### src/rtl/fetch_unit.sv
// Instruction fetch unit: PC sequencer feeding a 2-entry {instruction, pc} prefetch buffer.
// Optional FETCH_ALIGN_CHECK_EN flags odd redirect targets and forces them even.
module fetch_unit #(
   parameter logic [7:0] RESET_PC = 8'h00
) (
   input  logic        clk,
   input  logic        rst,
   output logic [7:0]  imem_addr,
   input  logic [15:0] imem_ins,
   input  logic        redirect_en,
   input  logic [7:0]  redirect_pc,
   output logic        ins_valid,
   input  logic        ins_ready,
   output logic [15:0] ins_out,
   output logic [7:0]  ins_pc,
   output logic        align_err
);

   logic [7:0]  pc_q, pc_d;
   logic [1:0]  count_q, count_d;
   logic [15:0] ins_q [2];
   logic [15:0] ins_d [2];
   logic [7:0]  epc_q [2];
   logic [7:0]  epc_d [2];
   logic [7:0]  target;
   logic        push, pop;

`ifdef FETCH_ALIGN_CHECK_EN
   logic err_q;

   assign target    = {redirect_pc[7:1], 1'b0};
   assign align_err = err_q;

   always_ff @(posedge clk or posedge rst) begin
      if (rst) begin
         err_q <= 1'b0;
      end else if (redirect_en && redirect_pc[0]) begin
         err_q <= 1'b1;
      end
   end
`else
   assign target    = redirect_pc;
   assign align_err = 1'b0;
`endif

   assign imem_addr = pc_q;
   assign ins_valid = (count_q != 2'd0);
   assign ins_out   = ins_q[0];
   assign ins_pc    = epc_q[0];
   assign pop       = ins_valid && ins_ready;
   assign push      = ((count_q != 2'd2) || pop) && !redirect_en;

   // Slot 0 is always the head; a pop shifts slot 1 forward.
   always_comb begin
      pc_d     = pc_q;
      count_d  = count_q;
      ins_d[0] = ins_q[0];
      ins_d[1] = ins_q[1];
      epc_d[0] = epc_q[0];
      epc_d[1] = epc_q[1];
      if (redirect_en) begin
         count_d = 2'd0;
         pc_d    = target;
      end else begin
         if (push) begin
            pc_d = pc_q + 8'd2;
         end
         unique case ({push, pop})
            2'b10: begin
               if (count_q == 2'd0) begin
                  ins_d[0] = imem_ins;
                  epc_d[0] = pc_q;
               end else begin
                  ins_d[1] = imem_ins;
                  epc_d[1] = pc_q;
               end
               count_d = count_q + 2'd1;
            end
            2'b01: begin
               ins_d[0] = ins_q[1];
               epc_d[0] = epc_q[1];
               count_d  = count_q - 2'd1;
            end
            2'b11: begin
               if (count_q == 2'd1) begin
                  ins_d[0] = imem_ins;
                  epc_d[0] = pc_q;
               end else begin
                  ins_d[0] = ins_q[1];
                  epc_d[0] = epc_q[1];
                  ins_d[1] = imem_ins;
                  epc_d[1] = pc_q;
               end
            end
            default: ;
         endcase
      end
   end

   always_ff @(posedge clk or posedge rst) begin
      if (rst) begin
         pc_q     <= RESET_PC;
         count_q  <= 2'd0;
         ins_q[0] <= 16'h0000;
         ins_q[1] <= 16'h0000;
         epc_q[0] <= 8'h00;
         epc_q[1] <= 8'h00;
      end else begin
         pc_q     <= pc_d;
         count_q  <= count_d;
         ins_q[0] <= ins_d[0];
         ins_q[1] <= ins_d[1];
         epc_q[0] <= epc_d[0];
         epc_q[1] <= epc_d[1];
      end
   end

endmodule

### config.mk
export PLATFORM = sky130hd
export DESIGN_NAME = fetch_unit
export DESIGN_NICKNAME = d
export VERILOG_FILES = /design/src/rtl/fetch_unit.sv
export SDC_FILE = /design/constraint.sdc
export NUM_CORES = 1
export LEC_CHECK = 0
export BUFFER_PORTS_ARGS = -buffer_cell sky130_fd_sc_hd__buf_2
export CAP_MARGIN = 5
export CORE_MARGIN = 1.5
export CORE_UTILIZATION = 30
export CTS_CLUSTER_DIAMETER = 150
export CTS_CLUSTER_SIZE = 30
export DETAILED_ROUTE_END_ITERATION = 8
export SLEW_MARGIN = 30
export SYNTH_ARGS = -nofsm -noshare
export SYNTH_HDL_FRONTEND = slang
export SYNTH_SLANG_ARGS = --single-unit
### constraint.sdc
create_clock -name clk -period 2 [get_ports clk]
set_clock_uncertainty 0.15 [all_clocks]
set_input_delay 0.3 -clock clk [delete_from_list [all_inputs] [get_ports clk]]
set_output_delay 0.3 -clock clk [all_outputs]
set_load 0.005 [all_outputs]
Yosys cells after proc, flatten, opt, wreduce, memory -nomap -nowiden:

Index checks and enable logic that the tools add are counted.

* word-level logic and storage cells: 46
* output and inout port bits: 34
* input port bits: 28
* register bits after elaboration: 58

* bitwise gates (word level): 1
* eq/ne operators: 8
* reductions and logical operators: 12
* multiplexer cells: 16
* add/subtract/negate cells: 3

Operator list (count)
* $mux 16: 4
* $mux 8: 6
* $pmux 16 s3: 1
* $pmux 16 s2: 1
* $pmux 8 s3: 1
* $pmux 8 s2: 1
* $add 8x2->8 const B: 1
* $ne 2x2->1 const B: 4
* $reduce_bool 2->1: 3
* $reduce_bool 3->1: 2
* $eq 2x1->1 const B: 2
* $eq 2x2->1 const B: 2
* $pmux 2 s2: 1
* $reduce_and 4->1: 1
* $reduce_and 3->1: 1
* $add 2x1->2 const B: 1
* $logic_and 1x1->1: 2
* $logic_not 2->1: 1
* $mux 2: 1
* $sub 2x1->2 const B: 1
* $logic_not 1->1: 1
* $logic_or 1x1->1: 1
* $not 1->1: 1

Depth between registers and ports, before layout:

* depth after elaboration: 7
* gate-level depth with buffers: 8
* mapped depth without buffers: 6

Worst setup path before layout:

Ideal clock, no wire load.

* kind: register -> register
* start point: reg count_q[0]
* end point: reg epc_q[0] (netlist bit)
* stages on the path, launching flop included: 8
* path buffers: 2
* setup time: 0.125 ns
* data arrival time: 1.480 ns
* period minus slack after synthesis: 1.755 ns
* required time: 1.725 ns
* setup slack: 0.245 ns
* cell sequence: dfrtp_1 > inv_1 > ha_1 > buf_2 > mux2i_1 > nand2_2 > buf_6 > mux2_4

* longest elaborated chain between the ends: 7
* elaborated cells on any way between the ends: 14
* classes of those cells: eq/ne: 6; mux: 1; reduce/logical: 7

RTL lines
* start, declared: RTL line 20 `logic [1:0] count_q, count_d;`
* start signal, assigned: RTL line 110 `count_q <= count_d;`
* $reduce_bool 2->1: RTL line 47 `assign ins_valid = (count_q != 2'd0);`
* $logic_and 1x1->1: RTL line 50 `assign pop = ins_valid && ins_ready;`
* $logic_or 1x1->1: RTL line 51 `assign push = ((count_q != 2'd2) || pop) && !redirect_en;`
* $logic_and 1x1->1: RTL line 51
* $eq 2x2->1: RTL line 68 `unique case ({push, pop})`
* $ne 2x2->1 (no source line) or $reduce_bool 2->1 (tied branches)
* $reduce_and 4->1 (no source line)
* end, declared: RTL line 23 `logic [7:0] epc_q [2];`

Several ways; a longest one is shown, not always the timed one.
A chain may end at the register's enable or synchronous reset.

Worst setup path in the final report:

* start point: reg count_q[0]
* end point: reg epc_q[3] (netlist bit)

Same word-level chain as after synthesis.

==> out/results.tsv <==
metric	value	unit
Reg2Reg Launch Point	count_q[0]	
Main synth FF type	dfrtp_1	
static leakage	1.72	nW
max-cap viol count	0	
worst vdd ir	0.378	mV
Crit path arrival time	1.99	ns
Skew-Pair Late Insertion Delay	0.34	ns
synthesized instance count	247	
chip width	101	um
antenna violations before repair	0	
first-pass GRT wire length	9430	um
iteration-0 DRC count of the detailed router	22	
DP HPWL	3750	um
clk slew on worst S/H paths	0.07	ns
vias in the first global route	1877	
Synth async-reset ratio	100	%
Post-Syn Area	2910	sq um
vias post-DR	1840	
Die Y-Extent	101	um
Setup violations, final	0	
synth warn	0	
die footprint	10300	sq um
status	completed	
reg2reg setup slack	0.08	ns
area grow syn2layout	18.3	%
FMAX	521	MHz
min-delay src	redirect_pc[4]	
# IOs	62	
fin crit period	1.92	ns
DRT Pass-1 Iters	2	
final net count	326	
Cell Pwr Density	1460	nW/um^2
# diodes	0	
final wirelength	5650	um
WS Path Type	reg -> reg	
synthesized net count	279	
Residual DRC	0	
sequential area share after synthesis	49.9	%
Hold Path Depth	3	
CP Launch Type	flop	
Initial Util	31.2	%
top post-synthesis cells by area	dfrtp_1 50%, mux2_4 10%, mux2i_1 9.0%	
# rows	35	
R2R depth	7	
Clock Path Buffers	2	
WL/cell	13.2	um
CTS buffer count	9	
cell taking the most area after synthesis	dfrtp_1	
Avg Cell Area, Syn	11.8	sq um
PortBufs	60	
routability cong.	0.696	
Synth top area share	49.9	%
Final Cycle Share	96.0	%
count of final max-slew check failures	0	
reg-to-reg endpoint	epc_q[3]	
Worst Hold Margin	0.0230	ns
largest net degree at the start of global routing	49	
H-tree Lvls	3	
core area	9330	sq um
TritonCTS clock tree	built	
Final ANT Viol Nets	0	
Fin Setup TNS	0	ns
vias per inst	4.30	
Worst Path Max Fanout	24	
grt ovf	0	
Synth cell types	25	
Fin. Hold Viols	0	
#FFs+latches synth	58	
share of cells above drive strength 1	39.5	%
number of enable-type register cells in the synthesized netlist	0	
Worst EP required	2.07	ns
Root Driver	clkbuf_8	
hold crit path type	in -> reg	
Total GRT Usage	12.1	%
most frequent cell after synthesis	dfrtp_1	
RSZ-0062 raised after global routing	true	
Post-synth top cells	58 x dfrtp_1, 28 x a21oi_1, 27 x nor2_1	
endpoint class of the critical path	flop	
WHS Endpoint	imem_addr[4]	
clock sinks	58	
-- worst max-delay path, stage by stage, from the launching register on --
cell,delay [ns]
dfrtp_1,0.39
buf_4,0.14
inv_1,0.08
ha_2,0.27
mux2i_1,0.11
nand2_2,0.09
buf_12,0.21
mux2_2,0.35
-- through the flow --
stage	total power, W	std cells	worst slack (ns)	util [%]	cell area [sq um]
floorplan	0.00369	247	0.122	-	2910
global placement	0.00391	406	-0.129	34.1	3180
detailed placement	0.00399	407	-0.0872	34.2	3190
CTS	0.00511	428	0.0681	36.8	3440
global route	0.00543	428	-0.0305	36.9	3440
finish	0.00502	428	0.0801	36.9	3440
-- repair_timing --
action                                 CTS  global route
setup endpoints to repair               14            30
gates resized for setup                  1             1
endpoints found under the hold margin   23             0
hold buffers                             3             0
setup buffers                            2             0
-- sequential cells by signal, summed over array words and instances (netlist names) --
signal / cells
imem_addr: 8
ins_q: 16
count_q: 2
epc_q: 8
ins_out: 16
ins_pc: 8
-- where the power goes --
group | internal [W] | switching [W] | total, W | leakage (nW)
Combinational | 0.00110 | 0.000859 | 0.00196 | 0.953
Sequential | 0.00171 | 0.000306 | 0.00202 | 0.674
Clock | 0.000566 | 0.000472 | 0.00104 | 0.0958
-- kinds of logic (layout without fill, tap and decap cells) --
family,after synthesis,count (layout),synth area share (%)
flops,58,58,49.9
mux,51,51,21.2
simple gates,44,44,6.63
buf+inv,42,94,10.7
compound gates,40,40,7.53
xor+xnor,7,7,2.11
fa+ha+maj,4,4,1.72
other cells,1,1,0.129
-- cell type report --
class / count / area, sq um
clock buffers: 10 / 128
clock inverters: 6 / 57.6
fillers: 932 / 5890
inverters: 5 / 18.8
multi-input cells: 147 / 1160
flip-flops and latches: 58 / 1450
well taps: 129 / 161
repair buffers: 73 / 463
-- how the worst max path moves through the flow --
stage                     startpoint          to  slack [ns]
after floorplan                  rst  count_q[0]        0.12
after global placement    count_q[1]   ins_pc[7]       -0.13
after detailed placement  count_q[0]  ins_out[7]       -0.09
after CTS                 count_q[0]    epc_q[3]        0.07
after global routing      count_q[0]    epc_q[3]       -0.03
final                     count_q[0]    epc_q[3]        0.08
-- layout by cell type (no fill, tap or decap), drive strengths merged --
| cell type | count |
|---|---|
| a211oi | 2 |
| nand2b | 2 |
| ha | 4 |
| mux2 | 25 |
| bufinv | 1 |
| xnor2 | 7 |
| clkinvlp | 1 |
| conb | 1 |
| nor2 | 27 |
| dlygate4sd3 | 3 |
| a21boi | 1 |
| clkinv | 4 |
| a21oi | 28 |
| nand3 | 2 |
| buf | 70 |
| clkbuf | 10 |
| mux2i | 26 |
| nor2b | 1 |
| inv | 5 |
| dfrtp | 58 |
| nand2 | 12 |
| o21ai | 9 |
-- metal layers --
layer	part of all wire, %	global-route usage [%]	up-vias
li1	-	-	905
met1	47	15.8	882
met2	46	18.7	45
met3	5.1	4.55	8
met4	1.2	4.17	0
met5	0	0	-
Note: power is estimated with default switching activity, not from simulation.
